File: src/rtl/zf_pilot_seq_pkg.sv
// zf_pilot_seq_pkg: shared FSM state, default geometry and IQ sample type for the pilot sequencer.
package zf_pilot_seq_pkg;
    typedef enum logic [1:0] {ST_IDLE, ST_RUN, ST_RESYNC} seq_state_e;
    localparam int DEF_BEATS_PER_SYM = 256;
    localparam int DEF_PILOT_FIRST   = 27;
    localparam int DEF_PILOT_LAST    = 227;
    typedef logic signed [15:0] iq_sample_t;
endpackage

File: src/rtl/zf_axis_reg_slice.sv
// zf_axis_reg_slice: one-entry AXI-stream register slice, latency 1, full throughput.
module zf_axis_reg_slice #(
    parameter int W = 128
) (
    input  logic         clk_i,
    input  logic         rst_ni,
    input  logic         s_valid_i,
    input  logic [W-1:0] s_data_i,
    input  logic         s_last_i,
    output logic         s_ready_o,
    output logic         m_valid_o,
    output logic [W-1:0] m_data_o,
    output logic         m_last_o,
    input  logic         m_ready_i
);
    logic         valid_q, last_q;
    logic [W-1:0] data_q;
    assign s_ready_o = m_ready_i | ~valid_q;
    assign m_valid_o = valid_q;
    assign m_data_o  = data_q;
    assign m_last_o  = last_q;
    always_ff @(posedge clk_i or negedge rst_ni) begin
        if (!rst_ni) begin
            valid_q <= 1'b0;
            data_q  <= '0;
            last_q  <= 1'b0;
        end else if (s_ready_o) begin
            valid_q <= s_valid_i;
            if (s_valid_i) begin
                data_q <= s_data_i;
                last_q <= s_last_i;
            end
        end
    end
endmodule

File: src/rtl/zf_pilot_sequencer.sv
// zf_pilot_sequencer: OFDM symbol framing, tlast realignment and pilot extraction on a 128-bit stream.
// Define ZF_PILOT_SEQ_STATS_EN to enable the sym_count/err_count statistics counters.
module zf_pilot_sequencer
    import zf_pilot_seq_pkg::*;
#(
    parameter int BEATS_PER_SYM = DEF_BEATS_PER_SYM,
    parameter int PILOT_FIRST   = DEF_PILOT_FIRST,
    parameter int PILOT_LAST    = DEF_PILOT_LAST
) (
    input  logic         aclk,
    input  logic         aresetn,
    input  logic         enable,
    input  logic         bypass,
    input  logic         clr_err,
    input  logic [127:0] s_axis_tdata,
    input  logic         s_axis_tvalid,
    input  logic         s_axis_tlast,
    output logic         s_axis_tready,
    output logic [127:0] m_axis_tdata,
    output logic         m_axis_tvalid,
    output logic         m_axis_tlast,
    input  logic         m_axis_tready,
    output logic [7:0]   pilot_rom_addr,
    output logic [31:0]  pilot_rx_tdata,
    output logic         pilot_rx_tvalid,
    output logic         sym_start,
    output logic         sym_done,
    output logic         err_tlast,
    output logic [15:0]  sym_count,
    output logic [7:0]   err_count
);
    localparam int CW = $clog2(BEATS_PER_SYM);
    localparam logic [CW-1:0] LAST = CW'(BEATS_PER_SYM - 1);
    localparam logic [CW-1:0] PF   = CW'(PILOT_FIRST);
    localparam logic [CW-1:0] PL   = CW'(PILOT_LAST);
    seq_state_e       state_q, state_d;
    logic [CW-1:0]    cnt_q, cnt_d;
    logic             slice_ready, acc, run_acc, at_last, err, done_ev, pilot_hit;
    logic             sym_start_q, sym_done_q, err_q, addr_v_q, rx_v_q;
    logic [7:0]       addr_q;
    iq_sample_t [1:0] pil_q, rx_q;
    assign s_axis_tready = state_q == ST_RUN ? slice_ready : state_q == ST_RESYNC;
    assign acc       = s_axis_tvalid & s_axis_tready;
    assign run_acc   = acc & (state_q == ST_RUN);
    assign at_last   = cnt_q == LAST;
    // A misaligned tlast in either direction is an error; the offending beat still closes the output symbol.
    assign err       = run_acc & (s_axis_tlast ^ at_last);
    assign done_ev   = run_acc & at_last & s_axis_tlast;
    assign pilot_hit = run_acc & ~bypass & (cnt_q >= PF) & (cnt_q <= PL);
    always_comb begin
        state_d = state_q;
        cnt_d   = cnt_q;
        case (state_q)
            ST_IDLE: if (enable) begin
                state_d = ST_RUN;
                cnt_d   = '0;
            end
            ST_RUN: if (run_acc) begin
                cnt_d   = (at_last || err) ? '0 : cnt_q + 1'b1;
                state_d = err ? ST_RESYNC : (at_last && !enable) ? ST_IDLE : ST_RUN;
            end
            ST_RESYNC: if (acc && s_axis_tlast) begin
                state_d = ST_RUN;
                cnt_d   = '0;
            end
            default: state_d = ST_IDLE;
        endcase
    end
    always_ff @(posedge aclk or negedge aresetn) begin
        if (!aresetn) begin
            state_q     <= ST_IDLE;
            cnt_q       <= '0;
            sym_start_q <= 1'b0;
            sym_done_q  <= 1'b0;
            err_q       <= 1'b0;
            addr_q      <= '0;
            addr_v_q    <= 1'b0;
            pil_q       <= '0;
            rx_v_q      <= 1'b0;
            rx_q        <= '0;
        end else begin
            state_q     <= state_d;
            cnt_q       <= cnt_d;
            sym_start_q <= run_acc & (cnt_q == '0);
            sym_done_q  <= done_ev;
            err_q       <= err | (err_q & ~clr_err);
            addr_v_q    <= pilot_hit;
            rx_v_q      <= addr_v_q;
            if (pilot_hit) begin
                addr_q <= 8'(cnt_q - PF);
                pil_q  <= s_axis_tdata[127:96];
            end
            // Delay the rx pilot one more cycle so it meets the ROM's registered read data.
            if (addr_v_q) rx_q <= pil_q;
        end
    end
    zf_axis_reg_slice #(.W(128)) u_slice (
        .clk_i     (aclk),
        .rst_ni    (aresetn),
        .s_valid_i (run_acc),
        .s_data_i  (s_axis_tdata),
        .s_last_i  (at_last | s_axis_tlast),
        .s_ready_o (slice_ready),
        .m_valid_o (m_axis_tvalid),
        .m_data_o  (m_axis_tdata),
        .m_last_o  (m_axis_tlast),
        .m_ready_i (m_axis_tready)
    );
    assign pilot_rom_addr  = addr_q;
    assign pilot_rx_tdata  = rx_q;
    assign pilot_rx_tvalid = rx_v_q;
    assign sym_start       = sym_start_q;
    assign sym_done        = sym_done_q;
    assign err_tlast       = err_q;
`ifdef ZF_PILOT_SEQ_STATS_EN
    logic [15:0] sym_cnt_q;
    logic [7:0]  err_cnt_q;
    always_ff @(posedge aclk or negedge aresetn) begin
        if (!aresetn) begin
            sym_cnt_q <= '0;
            err_cnt_q <= '0;
        end else begin
            if (done_ev) sym_cnt_q <= sym_cnt_q + 16'd1;
            if (err && err_cnt_q != 8'hFF) err_cnt_q <= err_cnt_q + 8'd1;
        end
    end
    assign sym_count = sym_cnt_q;
    assign err_count = err_cnt_q;
`else
    assign sym_count = '0;
    assign err_count = '0;
`endif
endmodule

File: config.mk
export PLATFORM = sky130hd
export DESIGN_NAME = zf_pilot_sequencer
export DESIGN_NICKNAME = d
export VERILOG_FILES = /design/src/rtl/zf_pilot_seq_pkg.sv /design/src/rtl/zf_axis_reg_slice.sv /design/src/rtl/zf_pilot_sequencer.sv
export SDC_FILE = /design/constraint.sdc
export NUM_CORES = 1
export LEC_CHECK = 0
export BUFFER_PORTS_ARGS = -buffer_cell sky130_fd_sc_hd__buf_2
export CORE_ASPECT_RATIO = 0.5
export CORE_MARGIN = 2
export CORE_UTILIZATION = 45
export DETAILED_ROUTE_END_ITERATION = 6
export GPL_ROUTABILITY_DRIVEN = 0
export PLACE_DENSITY = 0.74
export SETUP_SLACK_MARGIN = 0.05
export SKIP_CTS_REPAIR_TIMING = 1
export SYNTH_ARGS = -nofsm -noshare
export SYNTH_HDL_FRONTEND = slang
export SYNTH_SLANG_ARGS = --single-unit
File: constraint.sdc
create_clock -name aclk -period 3.29 [get_ports aclk]
set_clock_uncertainty 0.15 [all_clocks]
set_input_delay 0.1645 -clock aclk [delete_from_list [all_inputs] [get_ports aclk]]
set_output_delay 0.1645 -clock aclk [all_outputs]
set_load 0.02 [all_outputs]
# After elaboration in Yosys (flattened, before gate mapping)
# Index checks and enable logic that the tools add are counted.
# totals
elab_cells,64
regBits,217
inputBits,136
out_inout_bits,199
# op_classes
n_eq_ne,6
n_addsub,2
mux,12
magnitude_cmp,2
n_reduce_logical,10
bitwise_logic,17
# ops
cell,count
2-to-1 mux 8 bit,4
case mux 8 bit (3 select lines),1
AND 1 bit,10
adder 8 x 1 -> 8 bit (second input constant),1
equality test 8 bit (second input constant),1
>= comparator 8 x 5 -> 1 bit (second input constant),1
<= comparator 8 bit (second input constant),1
zero test 8 bit,1
2-to-1 mux 2 bit,4
subtractor 8 x 5 -> 8 bit (second input constant),1
case mux 2 bit (3 select lines),1
inequality test 2 bit (second input constant),2
AND reduction 4 bit,1
NOT 1 bit,3
bitwise OR 1 bit,3
AND reduction 3 bit,1
nonzero test 3 bit,1
equality test 2 x 1 -> 1 bit (second input constant),1
equality test 2 bit (second input constant),1
logical AND 1 bit,2
zero test 2 bit,1
2-to-1 mux 1 bit,2
inequality test 2 x 1 -> 1 bit (second input constant),1
AND reduction 2 bit,1
3 further kinds,3

# Longest topological paths before layout
# Gate-level depths: netlist of run 1.
# depth
ltp_word,10
ltp_mapped,9
ltp_nobuf,7

# By module
# A second synthesis of run 1 with hierarchy kept.
# hier_totals
cells_unflattened,558
area_unflattened_um2,9202.6
# modules_own_cells
mod,seq_area_each_um2,area_per_inst_um2,cells_each,n_inst
zf_axis_reg_slice,3253.1,5262.5,276,1
zf_pilot_sequencer,2177.1,3940.0,282,1

# Worst setup path before layout of run 1
# No wires, ideal clock.
# synth_timing
path_kind,register to register
startpoint,register cnt_q[4]
endpoint,register cnt_q[0]
t_required_ns,3.072
setup_ns,0.068
t_arrival_ns,2.516
period_less_slack_ns,2.733
setup_slack_ns,0.557
path_stages_with_launch,10
n_path_buf,2
cell_sequence,dfrtp_1 clkbuf_1 and3_1 and3_1 clkbuf_1 inv_1 ha_1 a31o_2 a311oi_1 mux2_2
# synth_via
elab_chain_len,7
# synth_rtl
element,line_no,rtl
"start, declared",zf_pilot_sequencer.sv:37,"logic [CW-1:0] cnt_q, cnt_d;"
"start signal, assigned",zf_pilot_sequencer.sv:83,cnt_q <= cnt_d;
equality test 8 bit (*),zf_pilot_sequencer.sv:45,assign at_last = cnt_q == LAST;
bitwise XOR 1 bit,zf_pilot_sequencer.sv:47,assign err = run_acc & (s_axis_tlast ^ at_last);
AND 1 bit,zf_pilot_sequencer.sv:47,
logical OR 1 bit (*),zf_pilot_sequencer.sv:59,cnt_d = (at_last || err) ? '0 : cnt_q + 1'b1;
2-to-1 mux 8 bit (*),zf_pilot_sequencer.sv:59,
2-to-1 mux 8 bit (*),zf_pilot_sequencer.sv:58,ST_RUN: if (run_acc) begin
case mux 8 bit (3 select lines) (*),zf_pilot_sequencer.sv:53,case (state_q)
# Mark *: on every way between the ends. The rest lies on a longest branch, timed or not. The select of a mux whose other input is x is not followed.
# A chain may end at the register's enable or synchronous reset.

# Final worst setup path of run 1
# layout_timing
startpoint,register cnt_q[1]
endpoint,register cnt_q[1]
# layout_via
elab_chain_len,7
# layout_rtl
element,line_no
"parallel branches: the longest is 4 deep, another holds adder 8 x 1 -> 8 bit",n/a
2-to-1 mux 8 bit (*),zf_pilot_sequencer.sv:59
2-to-1 mux 8 bit (*),zf_pilot_sequencer.sv:58
case mux 8 bit (3 select lines) (*),zf_pilot_sequencer.sv:53
# Every way passes the cells marked *. The select of a mux whose other input is x is not followed.

==> results.tsv, run 1 <==
stage	metric	value	unit
run_status	status	complete, no violations	
die	area of the core	0.0193	mm^2
die	I/O Pins	335	
layout	sequential standard cell area	0.00543	mm^2
cts	Reg clk slew, reported paths	0.07	ns
setup_path	CP Depth	8	
pwr	Peak VDD IR	0.375	mV
grt	largest net degree at the start of global routing	107	
yosys	Seq/Total Area, Yosys	0.619	
setup_path	Reg2Reg Setup Slack	0.60	ns
detailed_routing	Vias/cell	4.80	
timing	crit path time final	2.69	ns
die	die width	201	um
pwr	Power, Total	12.1	mW
detailed_routing	Starting DRT DRC Count	439	
yosys	Post-synth ARST share	1.00	
timing	Slew HR	0.254	
grt	first-pass GRT wire length	33200	um
layout	area of the multi-input gates	0.00303	mm^2
cts	clk sink count	217	
yosys	Syn Inst Count	832	
die	# rows	36	
setup_path	CP max FO	8	
cts	CTS tree	built	
setup_path	WP data required	3.57	ns
pwr	power per cell area	964	mW/mm^2
cts	total CTS buffers	20	
die	Die Y	103	um
detailed_routing	Post-DRT Antenna Nets	0	
timing	Slew @ Worst Pin	1.12	ns
setup_path	worst-case reg-to-reg path depth	8	
detailed_routing	drt total wl	24000	um
yosys	Yosys cell types	42	
layout	Area Growth Syn to Fin	43.1	%
setup_path	Worst Setup SP	cnt_q[1]	
timing	Max Freq	0.372	GHz
cts	Max Root-Sink Buffers	3	
detailed_routing	drt drc	0	
setup_path	CP max-delay cell	dfrtp_1	
setup_path	RR Startpoint	cnt_q[1]	
placed_design	I/O Buffers	310	
detailed_routing	Routed wire per std cell	15.5	um
timing	RSZ-0062 raised after global routing	no	
timing	Final Cycle Share	0.817	
timing	Final Max Tran Viols	0	
layout	most common cell after layout, fill and taps aside	nand2_1	
setup_path	cell family contributing the most delay on the critical path	adder cells	
setup_path	WP data arrival	2.97	ns
placed_design	pre-CTS WS	0.685	ns
yosys	Syn Std Cell Area	0.00877	mm^2
yosys	cell taking the most area after synthesis	dfrtp_1	
yosys	Ys Warns	0	
yosys	Synth Register Bits	217	
timing	TNS Setup	0	ns
yosys	Post-synth EDFFs	0	
flow_run	Max-Cap Viols	0	
cts	worst skew pair latency	0.50	ns
timing	final hold violations	0	
yosys	top cell type's share of synthesized area	0.619	
grt	number of global-route vias before repair	6527	
setup_path	max incr delay on CP	0.48	ns
grt	gr usage total	0.198	
layout	commonest cells after routing, fill and taps aside	nand2_1, buf_2, dfrtp_1	
layout	Layout Nets	1403	
timing	Setup violations, final	0	
die	starting density of the core	0.455	
yosys	synth top area cells	dfrtp_1, nand2_1, mux2_4	
yosys	Avg Cell Area, Syn	10.5	um^2
setup_path	worst path cell trace	ha_1 > and3_1 > inv_1 > ha_1 > a31o_2 > a311oi_1 > buf_4 > a22o_1	
setup_path	CP Launch Type	flop	
setup_path	Buf/Inv on CP	2	
setup_path	CP Class	reg2reg	
yosys	ys flop type	dfrtp_1	
grt	GRT overflow	0	
worst_hold_path	HP Class	in2async	
grt	initial antenna violation count	0	
detailed_routing	Pre-antenna DRT Iters	5	
cts	CTS root buffer	clkbuf_16	
layout	layout cells sized above 1	0.342	
die	total die area	0.0207	mm^2
detailed_routing	vias	7413	
layout	fillers	1473	
pwr	LEAKAGE	6.87	nW
setup_path	terminus of the critical flop-to-flop path	cnt_q[1]	
timing	Setup WS post-layout	0.601	ns
setup_path	endpoint class of the critical path	flop	
setup_path	most used cell, CP	ha_1	
setup_path	Setup crit end	cnt_q[1]	
placed_design	post-detail-place hpwl	14800	um
cts	H-tree Lvls	1	
-- per-stage QoR --
stage               std cells  hold WS [ns]   util  area (um^2)
floorplan                 855        -0.281      -         8860
detailed placement       1374         0.109  0.544        10500
CTS                      1410        -0.430  0.582        11200
global placement         1374         0.102  0.544        10500
global route             1544         0.206  0.651        12600
finish                   1545         0.151  0.651        12600
-- worst min path at each step --
stage / startpoint / endpoint / slack [ns] / cells past startpoint
after detailed placement: aresetn / u_slice.m_data_o[121] / 0.11 / 1
after global placement: aresetn / u_slice.m_data_o[121] / 0.10 / 1
after floorplan: aresetn / addr_v_q / -0.28 / 0
final: aresetn / u_slice.m_data_o[121] / 0.15 / 2
after CTS: aresetn / u_slice.m_data_o[121] / -0.43 / 1
after global routing: bypass / addr_v_q / 0.21 / 4
-- synthesized netlist by cell type, drive strengths merged (3+ instances only) --
cell type  count
a221o          3
and3           3
buf           33
clkbuf        35
dfrtp        217
ha             3
inv            8
mux2          73
nand2        394
nand2b         3
nand3          7
nor2           7
nor2b          3
nor3           8
o21ai          7
xnor2          5
-- flip-flops by register name, indices dropped and copies added, names as in the netlist, 2 cells and up --
| signal | cells |
|---|---|
| pilot_rx_tdata | 32 |
| pilot_rom_addr | 8 |
| u_slice.m_data_o | 128 |
| state_q | 2 |
| pil_q | 32 |
| cnt_q | 8 |
-- cell families after synthesis --
kind of cell,Yosys count,share of synthesized area
fa+ha+maj,3,0.00428
xor+xnor,6,0.00599
flops,217,0.619
other cells,1,0.000427
mux,73,0.110
buf+inv,76,0.0465
simple gates,434,0.195
compound gates,22,0.0184
-- metal layers --
layer,part of all wire,up-vias,track usage
li1,-,3458,-
met1,0.40,3602,0.254
met2,0.52,275,0.353
met3,0.045,78,0.0319
met4,0.037,0,0.0656
met5,0,-,0
-- worst reg2reg max path, stage by stage (launching register included) --
cell and delay (ns):
dfrtp_1 0.48, ha_1 0.35, and3_1 0.34, inv_1 0.12, ha_1 0.33, a31o_2 0.27
a311oi_1 0.25, buf_4 0.20, a22o_1 0.15
-- report_power, final --
part           total, mW  leakage (nW)  switching (mW)  internal, mW
Combinational       4.89          3.83            3.02          1.87
Sequential          4.65          2.68           0.747          3.91
Clock               2.56         0.360            1.03          1.53
Total               12.1          6.87            4.80          7.31
-- final cells by class --
cell class / count / share of cell area
inverter: 8 / 0.00239
antenna: 1 / 0.000199
clock inverter: 11 / 0.0137
clock buffer: 25 / 0.0445
multi-input combinational: 562 / 0.242
tap: 266 / 0.0265
sequential: 217 / 0.432
timing repair buffer: 455 / 0.239
No activity file was read; power rests on OpenSTA's default activity.
==> inputs of run 2 (changes only) <==
- clock period: 3.29 -> 2.6 ns (I/O delays scaled with it)
==> results.tsv, run 2 (synthesis gave the netlist of run 1 again) <==
stage	metric	value	unit	change
die	area of the core	0.0193	mm^2	unchanged
die	total die area	0.0207	mm^2	unchanged
detailed_routing	drt total wl	23700	um	-1.4%
layout	non-filler instance count after layout	1550		+0.32%
pwr	Sequential Power Share	0.385		about the same
cts	worst skew pair latency	0.49	ns	about the same
flow_run	Max-Cap Viols	0		unchanged
layout	Area Growth Syn to Fin	44.1	%	
layout	# diodes	0		-1
pwr	combinational power share	0.420		+0.016
timing	Slew @ Worst Pin	0.636	ns	-0.483 ns
worst_hold_path	hold path depth	4		
run_status	status	complete, no violations		
grt	number of global-route vias before repair	6303		-3.4%
detailed_routing	Vias/cell	4.76		-0.73%
pwr	switching power	6.02	mW	+26%
die	# rows	36		unchanged
placed_design	pre-CTS WS	0.0841	ns	-0.601 ns
placed_design	post-detail-place hpwl	14300	um	-3.5%
die	Die Y	103	um	unchanged
layout	max FFs per register	128		unchanged
detailed_routing	vias	7383		-0.40%
cts	Reg clk slew, reported paths	0.06	ns	about the same
timing	TNS Setup	0	ns	unchanged
grt	initial antenna violation count	0		unchanged
setup_path	WP data required	2.82	ns	-0.75 ns
detailed_routing	Starting DRT DRC Count	402		-8.4%
setup_path	CP Class	reg2reg		
cts	CTS tree	built		
die	starting density of the core	0.455		unchanged
setup_path	worst path cell trace	nor2b_1 > or3_4 > or3_2 > buf_4 > mux2_4		
detailed_routing	Post-DRT Antenna Nets	0		unchanged
pwr	Clk pwr share	0.196		-0.016
timing	Slew HR	0.576		+0.322
grt	gr usage total	0.187		-0.0117
setup_path	worst-case reg-to-reg path depth	5		-3
timing	Setup violations, final	0		unchanged
die	I/O Pins	335		unchanged
layout	commonest cells after routing, fill and taps aside	nand2_1, buf_2, dfrtp_1		
setup_path	Reg2Reg Setup Slack	0.24	ns	-0.36 ns
layout	Util after Layout	0.656		+0.00441
placed_design	DP Area	0.0106	mm^2	+1.4%
grt	GRT overflow	0		unchanged
die	die width	201	um	unchanged
layout	most common cell after layout, fill and taps aside	nand2_1		
setup_path	WP data arrival	2.58	ns	-0.39 ns
timing	Final Max Tran Viols	0		unchanged
pwr	power per cell area	1200	mW/mm^2	+24%
detailed_routing	drt drc	0		unchanged
pwr	Peak VDD IR	0.620	mV	+65%
layout	area of the multi-input gates	0.00306	mm^2	+0.99%
cts	Max Root-Sink Buffers	3		unchanged
timing	crit path time final	2.36	ns	-0.330 ns
cts	CTS root buffer	clkbuf_16		
cts	H-tree Lvls	1		unchanged
pwr	LEAKAGE	6.89	nW	+0.30%
grt	first-pass GRT wire length	31700	um	-4.4%
detailed_routing	Pre-antenna DRT Iters	5		unchanged
timing	Max Freq	0.424	GHz	+14%
setup_path	CP max FO	23		+15
grt	largest net degree at the start of global routing	135		+26%
layout	fillers	1450		-1.6%
placed_design	Inst Count DP	1381		+0.51%
layout	layout cells sized above 1	0.344		+0.00230
layout	sequential standard cell area	0.00543	mm^2	unchanged
timing	final hold violations	0		unchanged
detailed_routing	Routed wire per std cell	15.3	um	-1.7%
placed_design	I/O Buffers	310		unchanged
timing	RSZ-0062 raised after global routing	no		
setup_path	endpoint class of the critical path	flop		
pwr	Sw Share	0.398		+0.00166
setup_path	CP Launch Type	flop		
cts	clk sink count	217		unchanged
setup_path	CP Depth	5		-3
pwr	Int Power	9.11	mW	+25%
worst_hold_path	HP Class	in2reg		
timing	Setup WS post-layout	0.241	ns	-0.360 ns
layout	final instance area	0.0126	mm^2	+0.68%
setup_path	max incr delay on CP	0.50	ns	+0.02 ns
setup_path	CP max-delay cell	or3_2		
setup_path	cell family contributing the most delay on the critical path	simple AND/OR/NAND/NOR gates		
timing	Final Cycle Share	0.907		+0.0899
layout	Layout Nets	1411		+0.57%
cts	total CTS buffers	21		+5.0%
setup_path	Buf/Inv on CP	1		-1
## run 2: cell types whose count changed in the layout (fill, tap and decap cells not counted), moves of 3 or more
cell and change:
clkbuf_1 +3, clkinv_2 -3, buf_12 +6, bufinv_16 -3
## run 2: layer usage
layer  global-route usage  wire length (um)  vias to the layer above
li1                     -                 -                     3459
met1                0.253              9780                     3602
met2                0.311             12200                      262
met3               0.0291              1060                       60
met4               0.0667               658                        0
met5                    0                 0                        -
## run 2: layout make-up
| type | instances | share of cell area |
|---|---|---|
| clock buffer | 29 | 0.0471 |
| timing repair buffer | 462 | 0.247 |
| sequential | 217 | 0.429 |
| multi-input combinational | 562 | 0.242 |
| inverter | 8 | 0.00237 |
| clock inverter | 6 | 0.00534 |
| tap | 266 | 0.0263 |
## run 2: path summary, 6_finish.rpt
path                                         to            startpoint
hold / removal                pilot_rom_addr[1]                bypass
hold reg to reg            u_slice.m_data_o[23]  u_slice.m_data_o[23]
setup reg to reg                      pil_q[28]     u_slice.m_valid_o
max in group asynchronous  u_slice.m_data_o[43]               aresetn
min in group asynchronous   u_slice.m_data_o[0]               aresetn
setup / recovery                      pil_q[28]     u_slice.m_valid_o
## run 2: power groups by stage
stage	clock (mW)	sequential, mW	combinational [mW]
after global routing	3.22	6.01	6.83
final	2.96	5.82	6.35
after CTS	3.04	5.78	6.16
after detailed placement	0	5.80	6.17
after floorplan	0	7.30	2.44
after global placement	0	5.76	5.99
## run 2: stage by stage
| step | power [mW] | hold WS [ns] |
|---|---|---|
| global route | 16.1 | 0.0482 |
| global placement | 11.8 | 0.0588 |
| floorplan | 9.74 | -0.316 |
| detailed placement | 12.0 | 0.0647 |
| CTS | 15.0 | -0.461 |
| finish | 15.1 | 0.0468 |
## run 2: worst register-to-register path, stage by stage (launching register included)
cell and delay, ns:
dfrtp_1 0.39, nor2b_1 0.16, or3_4 0.40, or3_2 0.50
buf_4 0.29, mux2_4 0.35
